### config.mk
export PLATFORM = sky130hd
export DESIGN_NAME = spu_sm_ctrl
export DESIGN_NICKNAME = d
export VERILOG_FILES = /design/src/rtl/spu_sm_ctrl.sv
export SDC_FILE = /design/constraint.sdc
export NUM_CORES = 1
export LEC_CHECK = 0
export ABC_AREA = 1
export BUFFER_PORTS_ARGS = -buffer_cell sky130_fd_sc_hd__buf_2
export CORE_UTILIZATION = 37
export CTS_CLUSTER_DIAMETER = 150
export DETAILED_ROUTE_END_ITERATION = 10
export HOLD_SLACK_MARGIN = 0.1
export PLACE_DENSITY = 0.57
export SYNTH_ARGS = -nofsm -noshare
export SYNTH_HDL_FRONTEND = slang
export SYNTH_SLANG_ARGS = --single-unit
### constraint.sdc
create_clock -name core_clk -period 2.7 [get_ports core_clk]
set_input_delay 0.54 -clock core_clk [delete_from_list [all_inputs] [get_ports core_clk]]
set_output_delay 0.54 -clock core_clk [all_outputs]
set_load 0.005 [all_outputs]
### src/rtl/spu_sm_ctrl.sv
// spu_sm_ctrl: sequencer for the softmax SPU datapath.
// For one token row it issues buffer reads and in-place write-backs over three passes
// (MAX, EU_STAGE_A exp, EU_STAGE_B normalise), with a reciprocal handshake between
// the exp pass and the normalise pass.
//
// Cycle count from the accept cycle to the done cycle, with N = token_len and
// W = number of RECI_WAIT cycles (W >= 1):
//   (N+RD_LAT+1) + (N+RD_LAT+EXP_LAT+ADD_LAT) + 1 + W + (N+RD_LAT+OUT_LAT) + 1
// token_len = 0 completes with done one cycle after accept.
//
// comp_rst / sum_clr are decoded from start in the accept cycle itself so that the
// comparator and adder tree are clear before the first word arrives. Every other
// output comes from a flop. RD_LAT must be >= 1.
module spu_sm_ctrl #(
    parameter int AW      = 10,
    parameter int LW      = 10,
    parameter int RD_LAT  = 1,
    parameter int EXP_LAT = 2,
    parameter int ADD_LAT = 3,
    parameter int OUT_LAT = 2
) (
    input  logic          core_clk,
    input  logic          rst_n,
    input  logic          start,
    input  logic          abort,
    input  logic [AW-1:0] base_addr,
    input  logic [LW-1:0] token_len,
    output logic          busy,
    output logic          done,
    output logic          rd_en,
    output logic [AW-1:0] rd_addr,
    output logic          wr_en,
    output logic [AW-1:0] wr_addr,
    output logic [2:0]    sm_state,
    output logic          comp_en,
    output logic          comp_rst,
    output logic          adder_tree_en,
    output logic          sum_clr,
    output logic          reci_exp_sum_en,
    input  logic          reci_exp_sum_finish
);

    // Read-to-write distances for the two writing passes
    localparam int DA = RD_LAT + EXP_LAT;
    localparam int DB = RD_LAT + OUT_LAT;
    localparam int PL = (DA > DB) ? DA : DB;
    localparam int CW = $clog2(DA + DB + ADD_LAT + RD_LAT + 2) + 1;

    localparam logic [CW-1:0] MAX_DRN_LAST  = CW'(RD_LAT);
    localparam logic [CW-1:0] EXPA_DRN_LAST = CW'(DA + ADD_LAT - 1);
    localparam logic [CW-1:0] EXPB_DRN_LAST = CW'(DB - 1);

    localparam logic [2:0] SM_IDLE = 3'b000;
    localparam logic [2:0] SM_EXPA = 3'b001;
    localparam logic [2:0] SM_RECI = 3'b011;
    localparam logic [2:0] SM_EXPB = 3'b100;
    localparam logic [2:0] SM_MAX  = 3'b101;

    typedef enum logic [3:0] {
        S_IDLE,
        S_MAX_RD,
        S_MAX_DRN,
        S_EXPA_RD,
        S_EXPA_DRN,
        S_RECI_REQ,
        S_RECI_WAIT,
        S_EXPB_RD,
        S_EXPB_DRN
    } state_t;

    state_t        state, state_nxt;
    logic          rd_en_nxt;
    logic [AW-1:0] rd_addr_nxt;
    logic [LW-1:0] rd_cnt, rd_cnt_nxt;
    logic [CW-1:0] drn_cnt, drn_cnt_nxt;
    logic          done_nxt;
    logic          reci_en_nxt;
    logic          fin_seen, fin_seen_nxt;
    logic [AW-1:0] base_q, base_nxt;
    logic [LW-1:0] len_q, len_nxt;
    logic          flush;
    logic          accept_go;

    // Per-pass valid delay lines (index k = rd_en delayed k cycles) plus the address line
    logic [PL:1]         max_vld_pipe;
    logic [PL:1]         a_vld_pipe;
    logic [PL:1]         b_vld_pipe;
    logic [PL:1][AW-1:0] addr_pipe;

    function automatic logic [2:0] stage_code(input state_t s);
        case (s)
            S_MAX_RD, S_MAX_DRN:      stage_code = SM_MAX;
            S_EXPA_RD, S_EXPA_DRN:    stage_code = SM_EXPA;
            S_RECI_REQ, S_RECI_WAIT:  stage_code = SM_RECI;
            S_EXPB_RD, S_EXPB_DRN:    stage_code = SM_EXPB;
            default:                  stage_code = SM_IDLE;
        endcase
    endfunction

    // abort only acts outside IDLE; in IDLE it just suppresses start
    assign flush     = abort && (state != S_IDLE);
    assign accept_go = (state == S_IDLE) && start && !abort && (token_len != '0);
    assign comp_rst  = accept_go;
    assign sum_clr   = accept_go;

    // Next-state, read issue and handshake decode
    always_comb begin
        state_nxt    = state;
        rd_en_nxt    = 1'b0;
        rd_addr_nxt  = '0;
        rd_cnt_nxt   = rd_cnt;
        drn_cnt_nxt  = '0;
        done_nxt     = 1'b0;
        reci_en_nxt  = 1'b0;
        fin_seen_nxt = 1'b0;
        base_nxt     = base_q;
        len_nxt      = len_q;
        if (flush) begin
            state_nxt = S_IDLE;
        end else begin
            case (state)
                S_IDLE: begin
                    if (start && !abort) begin
                        base_nxt = base_addr;
                        len_nxt  = token_len;
                        if (token_len == '0) begin
                            done_nxt = 1'b1;
                        end else begin
                            state_nxt   = S_MAX_RD;
                            rd_en_nxt   = 1'b1;
                            rd_addr_nxt = base_addr;
                            rd_cnt_nxt  = LW'(1);
                        end
                    end
                end
                S_MAX_RD, S_EXPA_RD, S_EXPB_RD: begin
                    // rd_cnt counts reads already on the bus, so the pass ends when it hits len
                    if (rd_cnt == len_q) begin
                        case (state)
                            S_MAX_RD:  state_nxt = S_MAX_DRN;
                            S_EXPA_RD: state_nxt = S_EXPA_DRN;
                            default:   state_nxt = S_EXPB_DRN;
                        endcase
                    end else begin
                        rd_en_nxt   = 1'b1;
                        rd_addr_nxt = rd_addr + 1'b1;
                        rd_cnt_nxt  = rd_cnt + 1'b1;
                    end
                end
                S_MAX_DRN: begin
                    if (drn_cnt == MAX_DRN_LAST) begin
                        state_nxt   = S_EXPA_RD;
                        rd_en_nxt   = 1'b1;
                        rd_addr_nxt = base_q;
                        rd_cnt_nxt  = LW'(1);
                    end else begin
                        drn_cnt_nxt = drn_cnt + 1'b1;
                    end
                end
                S_EXPA_DRN: begin
                    // wait out the last exp write plus the adder tree settling time
                    if (drn_cnt == EXPA_DRN_LAST) begin
                        state_nxt   = S_RECI_REQ;
                        reci_en_nxt = 1'b1;
                    end else begin
                        drn_cnt_nxt = drn_cnt + 1'b1;
                    end
                end
                S_RECI_REQ: begin
                    // a finish coincident with the request is remembered for RECI_WAIT
                    state_nxt    = S_RECI_WAIT;
                    fin_seen_nxt = reci_exp_sum_finish;
                end
                S_RECI_WAIT: begin
                    if (reci_exp_sum_finish || fin_seen) begin
                        state_nxt   = S_EXPB_RD;
                        rd_en_nxt   = 1'b1;
                        rd_addr_nxt = base_q;
                        rd_cnt_nxt  = LW'(1);
                    end
                end
                S_EXPB_DRN: begin
                    if (drn_cnt == EXPB_DRN_LAST) begin
                        state_nxt = S_IDLE;
                        done_nxt  = 1'b1;
                    end else begin
                        drn_cnt_nxt = drn_cnt + 1'b1;
                    end
                end
                default: state_nxt = S_IDLE;
            endcase
        end
    end

    // Control registers and registered outputs
    always_ff @(posedge core_clk or negedge rst_n) begin
        if (!rst_n) begin
            state           <= S_IDLE;
            rd_en           <= 1'b0;
            rd_addr         <= '0;
            rd_cnt          <= '0;
            drn_cnt         <= '0;
            done            <= 1'b0;
            busy            <= 1'b0;
            reci_exp_sum_en <= 1'b0;
            fin_seen        <= 1'b0;
            base_q          <= '0;
            len_q           <= '0;
            sm_state        <= SM_IDLE;
        end else begin
            state           <= state_nxt;
            rd_en           <= rd_en_nxt;
            rd_addr         <= rd_addr_nxt;
            rd_cnt          <= rd_cnt_nxt;
            drn_cnt         <= drn_cnt_nxt;
            done            <= done_nxt;
            busy            <= (state_nxt != S_IDLE) || done_nxt;
            reci_exp_sum_en <= reci_en_nxt;
            fin_seen        <= fin_seen_nxt;
            base_q          <= base_nxt;
            len_q           <= len_nxt;
            sm_state        <= stage_code(state_nxt);
        end
    end

    // Delay lines: shift every cycle, wiped on abort so no stale write escapes
    always_ff @(posedge core_clk or negedge rst_n) begin
        if (!rst_n) begin
            max_vld_pipe <= '0;
            a_vld_pipe   <= '0;
            b_vld_pipe   <= '0;
            addr_pipe    <= '0;
        end else if (flush) begin
            max_vld_pipe <= '0;
            a_vld_pipe   <= '0;
            b_vld_pipe   <= '0;
            addr_pipe    <= '0;
        end else begin
            max_vld_pipe[1] <= rd_en && (state == S_MAX_RD);
            a_vld_pipe[1]   <= rd_en && (state == S_EXPA_RD);
            b_vld_pipe[1]   <= rd_en && (state == S_EXPB_RD);
            addr_pipe[1]    <= rd_addr;
            for (int k = 2; k <= PL; k++) begin
                max_vld_pipe[k] <= max_vld_pipe[k-1];
                a_vld_pipe[k]   <= a_vld_pipe[k-1];
                b_vld_pipe[k]   <= b_vld_pipe[k-1];
                addr_pipe[k]    <= addr_pipe[k-1];
            end
        end
    end

    assign comp_en       = max_vld_pipe[RD_LAT];
    assign adder_tree_en = a_vld_pipe[DA];
    assign wr_en         = a_vld_pipe[DA] | b_vld_pipe[DB];

    // Write address follows whichever writing pass is active; the passes never overlap
    always_comb begin
        wr_addr = '0;
        if (a_vld_pipe[DA]) begin
            wr_addr = addr_pipe[DA];
        end else if (b_vld_pipe[DB]) begin
            wr_addr = addr_pipe[DB];
        end
    end

endmodule

==> flow_summary.toml, run 1 <==
[die]
dieWidth_um = 111.6
core-area_um2 = 11560
start_util_pct = 38.40
rows = 39
ios = 57
fp.dieArea_um2 = 12440
die_h_um = 111.6

[sta]
setup_viol = 0
finalHoldViolations = 0
clock_skew_ps = 9.032
min_period_ps = 2408
rsz0062_at_grt = "false"
slew_headroom_pct = 59.85
slew_violations = 0
min_period_over_period_pct = 89.18
worst_pin_slew_ps = 600.0
setup-tns-final_ps = 0
fmax_mhz = 415.3

[grt]
grt_max_degree = 66
grt_pass1_vias = 3176
grt_util_all_layers_pct = 15.19
grt_pass1_wl_um = 14980
grt_remaining_overflow = 0
grt_antenna_before_repair = 0

[worst_setup_path]
crit_fanout = 11
cp_top_family = "simple AND/OR/NAND/NOR gates"
cp-start-kind = "register"
worstRegToRegCells = 13
r2r-end = "sm_state[2]"
cpMostUsedCell = "nor2_4"
critical_path_required_ps = 2160
cp_slowest_stage_delay_ps = 440
worst-path-buf-inv = 3
crit_type = "register to output pin"
r2r_start = "state[3]"
critical-path-slowest-cell = "dfrtp_1"
cp.arrival_ps = 1870
worstSetupPathDepth = 7
cp_cell_sequence = "nor2_2, inv_2, nor2_4, nand3_4, nor2_4, buf_4, buf_2"
worst-r2r-setup-slack_ps = 590
cp-end-kind = "output pin"

[clock_tree]
clockRootBuffer = "clkbuf_16"
cts_tree = "done"
numCtsBuffers = 9
cts_buffer_depth = 2
clkSinkCount = 94
postCtsHoldBufs = 0
ctsHtreeMaxLevel = 3
clkLatencyLatePin_ps = 340
clkTransAtPathRegs_ps = 70
post_cts_buffers = 0
cts_resized = 0

[detailed_routing]
drtIter0Drc = 205
drt_pre_antenna_iters = 7
wirelength_um = 8547
postRouteAntennaNets = 0
drc = 4
wl_per_cell_um = 11.53
drt-vias-per-instance = 4.443
vias = 3292

[synth]
ys.flop_type = "dfrtp_1"
yosys.area.top_type = "dfrtp_1"
synthTopCellsByArea = "dfrtp_1 53%, nand2_1 11%, inv_1 6.7%"
synth_top_area_share_pct = 52.97
synthesis.area_um2 = 4441
ys.warnings.count = 0
ys_seq_area_share_pct = 52.97
syn_nets = 567
ys_seq_elements = 94
synth_edf_count = 0
synthArstFlopShare_pct = 100.0
ys_types = 36
synthCells = 534
postSynthAreaPerCell_um2 = 8.316

[layout]
drive_gt1_share_pct = 19.06
final_core_util_pct = 44.82
antennaDiodeCount = 0
fin_nets = 626
final.fill_count = 1154
final_cell_mix = "129 x nand2_1, 94 x dfrtp_1, 79 x inv_1, 77 x nor2_1, 55 x buf_2"
syn_to_final_growth_pct = 16.74
layout_commonest_cell = "nand2_1"

[hold_path]
hold_class = "primary input to asynchronous set/reset pin"

[flow_run]
cap_violations = 0

[placement]
dp_hpwl_um = 6314
portBuffers = 56
place_congestion = 0.7936

[status]
failed_checks = "DRC"
status = "finished, violations left"

[power]
peakVddDrop_uv = 374.4
power.density_nw_per_um2 = 965.4
power_leakage_nw = 2.615
## cell families (layout without fill, tap and decap cells)
family,after synthesis,in the layout,synth area share [%]
AOI/OAI and AO/OA,42,42,5.861
xor gates and xnor gates,16,16,3.156
adders and majority gates,8,8,2.254
buffers and inverters,107,171,9.552
DFF,94,94,52.97
and+or+nand+nor,267,267,26.20
## worst max-delay path by stage
stage            startpoint     endpoint
2_1_floorplan  token_len[5]      sum_clr
3_3_place_gp   token_len[1]  sm_state[2]
3_5_place_dp   token_len[1]  sm_state[0]
4_1_cts            state[3]      sum_clr
5_1_grt            state[3]      sum_clr
6_report           state[3]      sum_clr
## layer usage
metal  vias up  track usage, %  wire, um
met5         -               0         0
met4         0           5.766        86
met3         6           3.266       325
met2        66           23.79      3936
met1      1463           20.69      4199
li1       1757               -         -
## flip-flops by register name, summed over array words and instances (netlist names), 3 cells and up
signal	count
drn_cnt	5
base_q	10
b_vld_pipe	3
len_q	10
state	4
rd_addr	10
sm_state	3
a_vld_pipe	3
rd_cnt	10
addr_pipe	30
## power by group
part,switching (mW),internal [mW]
sequential,0.247,1.81
clock,0.570,0.644
combinational,1.14,0.597
## Yosys cell counts, types with 2 or more instances
cell type / instances
nand2_1: 129
dfrtp_1: 94
inv_1: 79
nor2_1: 78
nand3_1: 21
o21ai_0: 16
inv_2: 12
xor2_1: 10
a31oi_1: 9
nor3_1: 9
ha_1: 8
nand4_1: 8
buf_2: 7
nor2_2: 6
o21ai_2: 6
xnor2_1: 6
a21oi_1: 5
nor4_1: 5
clkbuf_1: 3
nor2_4: 3
buf_1: 2
nand2_4: 2
nand3_4: 2
o21ai_1: 2
## final cells by class
cell class	instances	area, um2	share of cell area [%]
clock buffers	9	225.2	4.345
repair buffers	62	340.3	6.565
multi-input cells	333	1672	32.25
clock inverters	7	63.81	1.231
flip-flops and latches	94	2352	45.38
well taps	143	178.9	3.452
inverters	93	351.6	6.783
## metrics by stage
stage,std cells,cell area [um2],setup WS [ps],hold WS [ps],total power [mW]
6_report,741,5184,292.0,129.5,5.005
3_5_place_dp,725,4895,539.4,458.2,3.839
3_3_place_gp,725,4895,560.4,458.2,3.803
2_1_floorplan,534,4441,824.1,244.4,3.357
5_1_grt,741,5184,162.1,158.9,5.444
4_1_cts,741,5184,264.2,137.7,5.079
## worst reg2reg max path: stages (launching register included)
cell,delay [ps]
dfrtp_1,440
nor2_2,180
inv_2,100
nor2_4,190
nand3_4,160
nor2_4,150
inv_2,60
nand4_1,90
nand2_1,100
ha_1,310
inv_1,70
a21oi_1,40
nand2_1,60
nand3_1,70
(Power assumes the default switching activity.)
==> run 2, diff against run 1 <==
--- a/config.mk
+++ b/config.mk
@@ -7,11 +7,11 @@
 export LEC_CHECK = 0
 export ABC_AREA = 1
 export BUFFER_PORTS_ARGS = -buffer_cell sky130_fd_sc_hd__buf_2
-export CORE_UTILIZATION = 37
+export CORE_UTILIZATION = 55
 export CTS_CLUSTER_DIAMETER = 150
 export DETAILED_ROUTE_END_ITERATION = 10
 export HOLD_SLACK_MARGIN = 0.1
-export PLACE_DENSITY = 0.57
+export PLACE_DENSITY = 0.78
 export SYNTH_ARGS = -nofsm -noshare
 export SYNTH_HDL_FRONTEND = slang
 export SYNTH_SLANG_ARGS = --single-unit
==> run 2 against run 1 <==
Net effect: the flow now finishes without violations; routed wire length decreased by 5.1%; clock skew grew 0.84 ps; via count is 3.8% higher; worst setup slack better by 45 ps; core utilization increased by 20 points; critical path depth unchanged; design area shrank 2.6%; combinational power about the same; sequential power about the same; highest routed layer unchanged; register-to-register slack about the same; largest power group unchanged.
==> flow_summary.toml, run 2 (synthesized netlist as in run 1, its figures left out) <==
[status]
status = "completed"

[grt]
grt_max_degree = 66
grt_pass1_vias = 3166
grt_util_all_layers_pct = 21.04
grt_remaining_overflow = 0
grt_antenna_before_repair = 0
grt_pass1_wl_um = 14040

[clock_tree]
numCtsBuffers = 9
post_cts_buffers = 0
cts_tree = "done"
clkSinkCount = 94
clkTransAtPathRegs_ps = 110
ctsHtreeMaxLevel = 3
clockRootBuffer = "clkbuf_8"
clkLatencyLatePin_ps = 360
cts_buffer_depth = 2
cts_resized = 0
postCtsHoldBufs = 0

[worst_setup_path]
cp.arrival_ps = 1820
crit_fanout = 11
r2r_start = "state[1]"
cp-end-kind = "output pin"
crit_type = "register to output pin"
cp-start-kind = "register"
critical_path_required_ps = 2160
crit_start = "state[1]"

[layout]
final_cell_area_um2 = 5047
largest_register_ffs = 30
syn_to_final_growth_pct = 13.67
layout.cells.non_filler = 700
final_cell_mix = "129 x nand2_1, 94 x dfrtp_1, 79 x inv_1, 77 x nor2_1, 55 x buf_2"
fin_nets = 626
drive_gt1_share_pct = 19.06
final_core_util_pct = 64.98
final.fill_count = 682
top_register = "addr_pipe"
layout_commonest_cell = "nand2_1"
antennaDiodeCount = 0

[sta]
slew_violations = 0
fmax_mhz = 423.2
slew_headroom_pct = 59.77
min_period_ps = 2363
setup-tns-final_ps = 0
clock_skew_ps = 9.872
worst_pin_slew_ps = 601.2
setup_viol = 0
rsz0062_at_grt = "false"
min_period_over_period_pct = 87.53
finalHoldViolations = 0

[detailed_routing]
wirelength_um = 8108
drc = 0
postRouteAntennaNets = 0
vias = 3418
drtIter0Drc = 175
drt-vias-per-instance = 4.883
drt_pre_antenna_iters = 5
wl_per_cell_um = 11.58

[die]
rows = 32
fp.dieArea_um2 = 8437
start_util_pct = 57.17
dieWidth_um = 91.86
die_h_um = 91.86
core-area_um2 = 7767
ios = 57

[power]
p_int_mw = 2.768
power.net_switching_mw = 1.931
netSwitchingFraction_pct = 41.09
clkPwrFrac_pct = 19.4
peakVddDrop_uv = 528.0
pwr-share-seq_pct = 43.7
combPwrFrac_pct = 36.9
total_power_mw = 4.699
power.density_nw_per_um2 = 930.9
power_leakage_nw = 2.574

[placement]
place_congestion = 0.8493
portBuffers = 56
dp_hpwl_um = 5852
place_area_um2 = 4843
placedCellCount = 684

[hold_path]
hold_class = "primary input to asynchronous set/reset pin"

[flow_run]
cap_violations = 0
run 2: cell types whose count changed in the layout (fill, tap and decap cells not counted), sizes merged:
cell    before  now
clkinv       3    5
inv         96   94
run 2: final timing paths:
kind	end	slack (ps)	cells after the start
worst max register to register	busy	590	8
worst min-delay path	reci_exp_sum_en	90	1
worst min register to register	addr_pipe[28]	470	2
min in group core_clk	base_q[5]	380	3
worst max-delay path	comp_rst	340	7
max in group asynchronous	len_q[9]	1960	2
run 2: critical path, cell delays in order, from the launching register on:
cell and delay (ps):
dfrtp_1 480, nor2_2 200, inv_2 70, nor2_4 140, nand3_4 110, nor2_4 130, buf_4 190, buf_2 130
run 2: layer usage:
layer | up-vias | routed length (um) | global-route usage (%)
met5 | - | 0 | 0
li1 | 1749 | - | -
met3 | 16 | 406 | 2.819
met1 | 1535 | 3745 | 28.26
met4 | 0 | 190 | 9.245
met2 | 118 | 3766 | 34.33
run 2: power by group through the flow:
| stage | clock network (mW) | logic, mW | registers [mW] |
|---|---|---|---|
| 6_report | 0.912 | 1.73 | 2.05 |
| 5_1_grt | 0.990 | 1.99 | 2.10 |
| 4_1_cts | 0.934 | 1.75 | 2.05 |
| 3_5_place_dp | 0 | 1.74 | 2.08 |
| 3_3_place_gp | 0 | 1.69 | 2.07 |
| 2_1_floorplan | 0 | 1.32 | 2.04 |
run 2: through the flow:
step / hold WS (ps) / worst slack, ps
floorplan: 244.4 / 824.1
global placement: 454.2 / 585.0
detailed placement: 456.5 / 512.4
CTS: 100.3 / 327.8
global route: 115.8 / 231.2
finish: 93.50 / 336.8
run 2: final cells by class:
cell class	instances	area, um2	area share (%)
Clock buffer	9	123.9	2.454
Clock inverter	7	80.08	1.587
Inverter	93	351.6	6.966
Multi-Input combinational cell	333	1672	33.12
Sequential cell	94	2352	46.60
Tap cell	102	127.6	2.529
Timing Repair Buffer	62	340.3	6.743
